<file path="src/rtl/fifo_wr_arb_pkg.sv">
// Shared helpers for the FIFO write-side arbiter: pointer/grant widths and Gray encoding.
package fifo_wr_arb_pkg;

    localparam int GRAY_W = 32;

    function automatic int ptr_w(input int addr_size);
        return addr_size + 1;
    endfunction

    function automatic int gid_w(input int num_req);
        return (num_req > 1) ? $clog2(num_req) : 1;
    endfunction

    function automatic logic [GRAY_W-1:0] bin2gray(input logic [GRAY_W-1:0] b);
        return b ^ (b >> 1);
    endfunction

endpackage

</file>
<file path="src/rtl/fifo_wr_arbiter_rr_arbiter.sv">
// Combinational round-robin picker: search begins at last+1, or at last itself
// when advance is low so the current owner can keep its grant.
module rr_arbiter
    import fifo_wr_arb_pkg::*;
#(
    parameter int NUM_REQ = 4,
    parameter int GW      = gid_w(NUM_REQ)
) (
    input  logic [NUM_REQ-1:0] req,
    input  logic [GW-1:0]      last,
    input  logic               advance,
    output logic [NUM_REQ-1:0] gnt,
    output logic [GW-1:0]      gnt_idx
);

    logic [GW:0]   start;
    logic [GW:0]   sum;
    logic [GW-1:0] idx;
    logic          found;

    always_comb begin
        gnt     = '0;
        gnt_idx = '0;
        found   = 1'b0;
        sum     = '0;
        idx     = '0;
        start   = {1'b0, last} + {{GW{1'b0}}, advance};
        if (start >= (GW+1)'(NUM_REQ))
            start = start - (GW+1)'(NUM_REQ);
        for (int k = 0; k < NUM_REQ; k++) begin
            sum = start + (GW+1)'(k);
            if (sum >= (GW+1)'(NUM_REQ))
                sum = sum - (GW+1)'(NUM_REQ);
            idx = sum[GW-1:0];
            if (!found && req[idx]) begin
                found        = 1'b1;
                gnt[idx]     = 1'b1;
                gnt_idx      = idx;
            end
        end
    end

endmodule

</file>
<file path="src/rtl/fifo_wr_arbiter.sv">
// Write-side scheduler: round-robin shares the memory write port, owns the write
// pointer and registered full flag. Define FIFO_WR_ARB_BURST_EN for burst grants.
module fifo_wr_arbiter
    import fifo_wr_arb_pkg::*;
#(
    parameter int DATA_SIZE = 32,
    parameter int ADDR_SIZE = 6,
    parameter int NUM_REQ   = 4,
    parameter int BURST_LEN = 4
) (
    input  logic                           wclk,
    input  logic                           wrst,
    input  logic [NUM_REQ-1:0]             req_valid,
    input  logic [NUM_REQ*DATA_SIZE-1:0]   req_data,
    output logic [NUM_REQ-1:0]             req_ready,
    input  logic [ADDR_SIZE:0]             wq2_rptr,
    output logic [DATA_SIZE-1:0]           wdata,
    output logic [ADDR_SIZE-1:0]           waddr,
    output logic                           wclken,
    output logic                           wfull,
    output logic [ADDR_SIZE:0]             wptr,
    output logic [$clog2(NUM_REQ)-1:0]     grant_id
);

    localparam int PW = ptr_w(ADDR_SIZE);
    localparam int GW = gid_w(NUM_REQ);
    localparam int A  = ADDR_SIZE;

    logic [PW-1:0]      wbin, wbinnext, wgraynext;
    logic [GW-1:0]      last, gnt_idx;
    logic [NUM_REQ-1:0] cand, gnt;
    logic               advance, fire, full_next;

    assign cand = wfull ? '0 : req_valid;

`ifdef FIFO_WR_ARB_BURST_EN
    localparam int BW = $clog2(BURST_LEN + 1);
    logic [BW-1:0] beat;

    // Stay on the owner until it has used its burst; then search from last+1.
    assign advance = (beat >= BW'(BURST_LEN));

    always_ff @(posedge wclk or posedge wrst) begin
        if (wrst)
            beat <= '0;
        else if (fire)
            beat <= (gnt_idx == last && !advance) ? beat + BW'(1) : BW'(1);
    end
`else
    assign advance = 1'b1;
`endif

    rr_arbiter #(.NUM_REQ(NUM_REQ), .GW(GW)) u_rr (
        .req     (cand),
        .last    (last),
        .advance (advance),
        .gnt     (gnt),
        .gnt_idx (gnt_idx)
    );

    // Reset cancels the handshake combinationally so nothing is written.
    assign req_ready = wrst ? '0 : gnt;
    assign fire      = |(req_ready & req_valid);
    assign wclken    = fire;
    assign wdata     = req_data[gnt_idx*DATA_SIZE +: DATA_SIZE];
    assign waddr     = wbin[A-1:0];
    assign grant_id  = gnt_idx;

    assign wbinnext  = wbin + PW'(fire);
    assign wgraynext = PW'(bin2gray(GRAY_W'(wbinnext)));
    assign full_next = (wgraynext == {~wq2_rptr[A:A-1], wq2_rptr[A-2:0]});

    always_ff @(posedge wclk or posedge wrst) begin
        if (wrst) begin
            wbin  <= '0;
            wptr  <= '0;
            wfull <= 1'b0;
            last  <= GW'(NUM_REQ - 1);
        end else begin
            wbin  <= wbinnext;
            wptr  <= wgraynext;
            wfull <= full_next;
            if (fire)
                last <= gnt_idx;
        end
    end

endmodule

</file>
<file path="config.mk">
export PLATFORM = sky130hd
export DESIGN_NAME = fifo_wr_arbiter
export DESIGN_NICKNAME = d
export VERILOG_FILES = /design/src/rtl/fifo_wr_arb_pkg.sv /design/src/rtl/fifo_wr_arbiter_rr_arbiter.sv /design/src/rtl/fifo_wr_arbiter.sv
export SDC_FILE = /design/constraint.sdc
export NUM_CORES = 1
export LEC_CHECK = 0
export ABC_AREA = 1
export CORE_ASPECT_RATIO = 0.7
export CORE_MARGIN = 2
export CORE_UTILIZATION = 36
export DETAILED_ROUTE_END_ITERATION = 10
export PLACE_DENSITY = 0.83
export SLEW_MARGIN = 20
export SYNTH_ARGS = -nofsm -noshare
export SYNTH_HDL_FRONTEND = slang
export SYNTH_SLANG_ARGS = --single-unit
</file>
<file path="constraint.sdc">
create_clock -name wclk -period 4.1 [get_ports wclk]
set_input_delay 1.025 -clock wclk [delete_from_list [all_inputs] [get_ports wclk]]
set_output_delay 1.025 -clock wclk [all_outputs]
set_load 0.03 [all_outputs]
</file>
==> impl_metrics.yaml, run 1 <==
hold_path:
  worstHoldPathType: "reg -> reg"
  hold_path_depth: 2
synthesis:
  syn_area_per_cell_sq_um: 5.75
  synth_edf_count: 0
  mappedNetlistNets: 627
  seq_area_frac_synth_pct: 14.7
  dominantRegCellSynth: "dfrtp_1"
  asyncSetResetFlopFracSynth_pct: 100
  syn_inst: 476
  mappedNetlistArea_sq_mm: 0.00274
  synth.lib_cells_used.distinct: 26
  synth.ff_latch_count: 16
  synth-warning-count: 0
placement:
  dpl_wire_length_um: 9020
  place_ws_ns: -0.258
  gp_congestion: 0.961
  place.port_buffers: 193
timing:
  rsz0062_at_grt: "true"
  timing_hold_violations_final: 0
  fin_tns_setup_ns: 0
  worst_pin_slew_ns: 0.336
  clock.fmax_mhz: 249
  timing.final.setup_violations: 0
  clock-skew-final_ns: 0.00702
  finalCritPeriodShare_pct: 97.9
  worst_hold_slack_ns: 0.513
  fin_ws_ns: 0.0877
  final.min_clock_period_ns: 4.01
  drv_slew: 0
  worst_slew_margin_rel_pct: 77.5
setup_path:
  critical_path.n_buffers_inverters: 4
  r2r_cells: 26
  cp-end-kind: "output port"
  max_stage_delay_ns: 0.28
  crit_fanout: 14
  cp_cell_sequence: "dlygate4sd2_1, nand3_2, nand2_1, nand2_1, nand3_2, nor2_8, nand2_2, nand3_2, nand2_4, inv_8, bufbuf_16, nor2_1, nand3b_1, nand2_1, buf_4"
  critical_path_type: "in -> out"
  cp_data_arrival_time_ns: 2.99
  required_ns: 3.07
  crit_cells: 15
  start_kind: "input port"
  kind_of_cell_adding_the_most_delay_to_the_critical_path: "simple AND/OR/NAND/NOR gates"
  slowest_stage: "dlygate4sd2_1"
grt:
  grt_antenna_before_repair: 0
  sum_of_overflow_across_all_layers_after_global_routing: 0
  grt.met3_usage_pct: 3.74
  grt.busiest_layer: "met2"
  maximum_number_of_pins_on_one_net_before_global_route_repair: 33
  grt.met2_usage_pct: 46.8
  grt_pass1_wl_um: 17500
  grt_usage_pct: 26.0
  grt_use_met1_pct: 32.0
  number_of_global_route_vias_before_repair: 3541
floorplanning:
  num_io_pins: 194
  die_width_um: 108
  coreArea_sq_mm: 0.00732
  design.die.area_sq_mm: 0.00833
  placement_rows: 26
  effective_utilization_at_floorplan_pct: 37.4
  dieHeight_um: 77.0
routing:
  vias: 3643
  vias_per_cell: 4.69
  detailedRoute.firstPassIterationCount: 4
  ant_nets: 0
  drt-initial-drc-count: 192
  drc: 0
  postRouteWirelength_um: 11400
  wl_per_cell_um: 14.7
status:
  status: "finished clean"
cells_and_area:
  layout_commonest_cell: "clkdlybuf4s50_1"
  post_route_cells_drive_above_1_share_pct: 15.8
  area_added_between_synthesis_and_finish_pct: 83.4
  layout.cells.most_common_list: "clkdlybuf4s50_1, nor2_1, inv_1"
  num-fill-cells: 621
  nets: 831
  insertedDiodeCount: 0
cts:
  hold_buffers: 0
  tritoncts: "done"
  cts_buffer_depth: 2
  cts_root_buf: "clkbuf_8"
  ctsHtreeMaxLevel: 1
  clk_transition_reported_paths_ns: 0.06
  tritoncts.num_buffers: 3
  worst_skew_pair.late_latency_ns: 0.25
  tritoncts_num_sinks: 16
job:
  cap_viol_max_count: 0
metrics by stage:
step	utilization [%]	cells	area [sq um]
3_3_place_gp	65.4	769	4790
2_1_floorplan	-	476	2740
5_1_grt	68.6	777	5020
6_report	68.6	777	5020
4_1_cts	67.9	776	4970
3_5_place_dp	65.4	769	4790
routing by layer:
layer	vias to the layer above	routed length, um
met1	1666	4870
li1	1844	-
met2	110	5630
met4	0	333
met5	-	0
met3	23	612
timing repair:
action	4_1_cts	5_1_grt
cloned	2	0
setup buffers	1	1
gates resized for setup	22	9
pin swaps	2	5
endpoints found under the hold margin	0	0
endpoints found under the setup margin	33	33
area by class of cell:
cell class / count / area, sq um / area share [%]
clock buffers: 4 / 45.0 / 0.897
inverters: 85 / 329 / 6.56
multi-input cells: 354 / 1950 / 38.9
flip-flops and latches: 16 / 403 / 8.03
well taps: 98 / 123 / 2.44
repair buffers: 220 / 2170 / 43.2
registers in the layout, summed over array words and instances (netlist names):
signal	flops
wfull	1
wbin	7
last	2
wptr	6
kinds of logic after synthesis:
logic type	after synthesis	share of synthesized area, %
fa+ha+maj	10	4.57
simple gates	288	51.0
compound gates	41	7.59
buf+inv	106	17.4
xor+xnor	15	4.80
flops	16	14.7
worst min-delay path, delay by kind of cell (launching register included):
family | cells | cell delay [ns]
AND/OR/NAND/NOR | 2 | 0.12
flip-flops | 1 | 0.40
path summary, 6_finish.rpt:
kind	from	slack (ns)	end
setup / recovery	req_valid[3]	0.09	wdata[30]
hold / removal	last[1]$_DFFE_PP1N_	0.51	last[1]$_DFFE_PP1N_
setup reg to reg	last[1]$_DFFE_PP1N_	0.26	wfull$_DFF_PP0_
hold reg to reg	last[1]$_DFFE_PP1N_	0.51	last[1]$_DFFE_PP1N_
max in group asynchronous	wrst	2.50	wbin[3]$_DFF_PP0_
min in group asynchronous	wrst	1.38	last[0]$_DFFE_PP1N_
synth_stat cells (4+ instances only):
master,n,area share [%]
a21oi_1,4,0.73
buf_2,11,2.0
buf_6,7,2.9
dfrtp_1,14,13
ha_1,10,4.6
inv_1,82,11
nand2_1,70,9.6
nand3_1,25,4.6
nand3_2,5,1.8
nand3b_1,32,8.8
nor2_1,112,15
o21ai_0,5,0.91
o21ai_1,31,5.7
or2_0,29,6.6
or2_2,4,0.91
xnor2_1,4,1.3
xor2_1,11,3.5
Power of run 1 is left out: the tool's default activity adds up to more than one toggle a clock period on the data nets, which glitch-free logic cannot reach.
==> run 2: changes to the inputs <==
ABC_AREA = default   (was 1)
CORE_UTILIZATION = 31   (was 36)
PLACE_DENSITY = 0.84   (was 0.83)
==> impl_metrics.yaml, run 2 <==
routing:
  wl_met2_um: 5530
  wl_per_cell_um: 20.6
  detailedRoute.firstPassIterationCount: 4
  vias: 2738
  vias_per_cell: 5.18
  postRouteWirelength_um: 10900
  drt-initial-drc-count: 114
  dr.max_layer_used: "met4"
  drc: 0
  ant_nets: 0
  route.layer.met1.wl_um: 4170
  met3RoutedLength_um: 832
grt:
  maximum_number_of_pins_on_one_net_before_global_route_repair: 17
  grt_usage_pct: 27.4
  sum_of_overflow_across_all_layers_after_global_routing: 0
  number_of_global_route_vias_before_repair: 2905
  grt_antenna_before_repair: 0
  grt_pass1_wl_um: 15500
floorplanning:
  effective_utilization_at_floorplan_pct: 32.6
  placement_rows: 24
  num_io_pins: 194
  dieHeight_um: 72.5
  coreArea_sq_mm: 0.00637
  design.die.area_sq_mm: 0.00739
  die_width_um: 102
cells_and_area:
  insertedDiodeCount: 0
  final_cell_count_no_fill: 529
  num-fill-cells: 404
  max_ffs_per_register: 7
  nets: 590
  area_added_between_synthesis_and_finish_pct: 142
  postLayoutCellArea_sq_mm: 0.00503
  post_route_cells_drive_above_1_share_pct: 45.7
  registers_with_the_highest_flip_flop_counts: "wbin (7), wptr (6), last (2)"
  utilization_pct: 79.0
  most_flops_register: "wbin"
  layout.cells.most_common_list: "clkdlybuf4s50_1, buf_4, mux4_2"
  layout_commonest_cell: "clkdlybuf4s50_1"
synthesis:
  synth.ff_latch_count: 16
  syn_area_per_cell_sq_um: 12.4
  mappedNetlistArea_sq_mm: 0.00208
  synth_most_common_cell: "mux4_2"
  synth_edf_count: 0
  synth_area_leader_cell: "mux4_2"
  asyncSetResetFlopFracSynth_pct: 100
  seq_area_frac_synth_pct: 19.4
  syn_inst: 168
  dominantRegCellSynth: "dfrtp_1"
  mappedNetlistNets: 319
  synth_top_cell_area_share_pct: 30.3
  synth_area_leaders: "mux4_2, dfrtp_1, ha_1, mux4_1, xor2_1"
  synth.lib_cells_used.distinct: 48
  post_synth_most_frequent_cells: "mux4_2, dfrtp_1, xor2_1, nand2_1, ha_1"
  synth-warning-count: 0
cts:
  cts_root_buf: "clkbuf_8"
  clk_transition_reported_paths_ns: 0.06
  tritoncts_num_sinks: 16
  ctsHtreeMaxLevel: 1
  tritoncts: "done"
  hold_buffers: 0
  tritoncts.num_buffers: 3
  cts_buffer_depth: 2
  worst_skew_pair.late_latency_ns: 0.25
placement:
  dpl_wire_length_um: 8080
  gp_congestion: 0.873
  placedInstanceArea_sq_mm: 0.00444
  place.port_buffers: 193
  place_ws_ns: -0.985
  post-place-cells: 497
setup_path:
  max_stage_delay_ns: 0.51
  slowest_stage: "mux4_2"
  required_ns: 3.07
  cp_cell_sequence: "buf_8, mux2_4, a22oi_4, a21oi_2, o21ai_2, o31a_4, buf_6, buf_12, buf_8, mux4_2, buf_6"
  cp_data_arrival_time_ns: 3.16
  critical_path_type: "in -> out"
  crit_fanout: 6
  start_kind: "input port"
  cp-end-kind: "output port"
timing:
  timing_hold_violations_final: 0
  worst_slew_margin_rel_pct: 53.7
  worst_pin_slew_ns: 0.687
  finalCritPeriodShare_pct: 102
  final.min_clock_period_ns: 4.18
  clock.fmax_mhz: 239
  drv_slew: 0
  clock-skew-final_ns: 0.00127
  rsz0062_at_grt: "true"
  timing.final.setup_violations: 18
  fin_ws_ns: -0.0820
job:
  cap_viol_max_count: 0
status:
  violated_checks: "negative setup slack"
  status: "finished with violations"
hold_path:
  worstHoldPathType: "reg -> reg"
run 2: cell count changes after synthesis, sizes merged, moves of 3 or more:
cell / change
nor2: -104
inv: -78
nand2: -64
mux4: +32
nand3b: -32
or2: -32
o21ai: -31
nand3: -24
buf: -13
a22oi: +6
mux2: +4
a21oi: +3
a22o: +3
run 2: routing by layer:
metal | vias up | track usage, %
li1 | 1217 | -
met1 | 1342 | 32.9
met2 | 147 | 48.4
met3 | 32 | 5.78
met4 | 0 | 10.7
met5 | - | 0
run 2: path summary, 6_finish.rpt:
path	from	to	slack (ns)	cells past startpoint
max	req_valid[1]	wdata[24]	-0.08	11
min	wbin[0]$_DFF_PP0_	wbin[0]$_DFF_PP0_	0.58	1
max reg2reg	last[1]$_DFFE_PP1N_	wfull$_DFF_PP0_	0.09	20
min reg2reg	wbin[0]$_DFF_PP0_	wbin[0]$_DFF_PP0_	0.58	1
max in group asynchronous	wrst	wbin[1]$_DFF_PP0_	2.32	2
min in group asynchronous	wrst	wptr[5]$_DFF_PP0_	1.37	2
run 2: layout make-up:
cell class	instances	area, sq um	area share, %
tap	91	114	2.26
multi-input combinational	138	1780	35.4
timing repair buffer	273	2650	52.7
sequential	16	403	8.01
inverter	7	26.3	0.523
clock buffer	4	55.1	1.09
run 2: critical path: cells and delay by family:
family / cells / cell delay, ns
buf+inv: 5 / 0.61
mux: 2 / 0.81
compound gates: 4 / 0.69
run 2: what timing repair did:
| action | CTS | global route |
|---|---|---|
| pin swaps | 8 | 13 |
| gates cloned | 3 | 0 |
| resized for setup | 190 | 58 |
| endpoints found under the setup margin | 41 | 36 |
| buffers inserted | 20 | 5 |
run 2: per-stage QoR:
stage	hold WS [ns]	TNS (ns)
after floorplan	0.658	0
after global placement	0.542	-30.68
after detailed placement	0.563	-32.53
after CTS	0.571	-0.621
after global routing	0.591	-1.84
final	0.582	-0.738
run 2: cells by family after synthesis:
| kind of cell | Yosys count | share of synthesized area, % |
|---|---|---|
| xor+xnor | 17 | 7.16 |
| buf+inv | 15 | 5.96 |
| fa+ha+maj | 10 | 6.02 |
| simple gates | 36 | 8.37 |
| compound gates | 36 | 13.8 |
| flops | 16 | 19.4 |
| mux | 38 | 39.3 |
Power of run 2 is left out for the same reason.
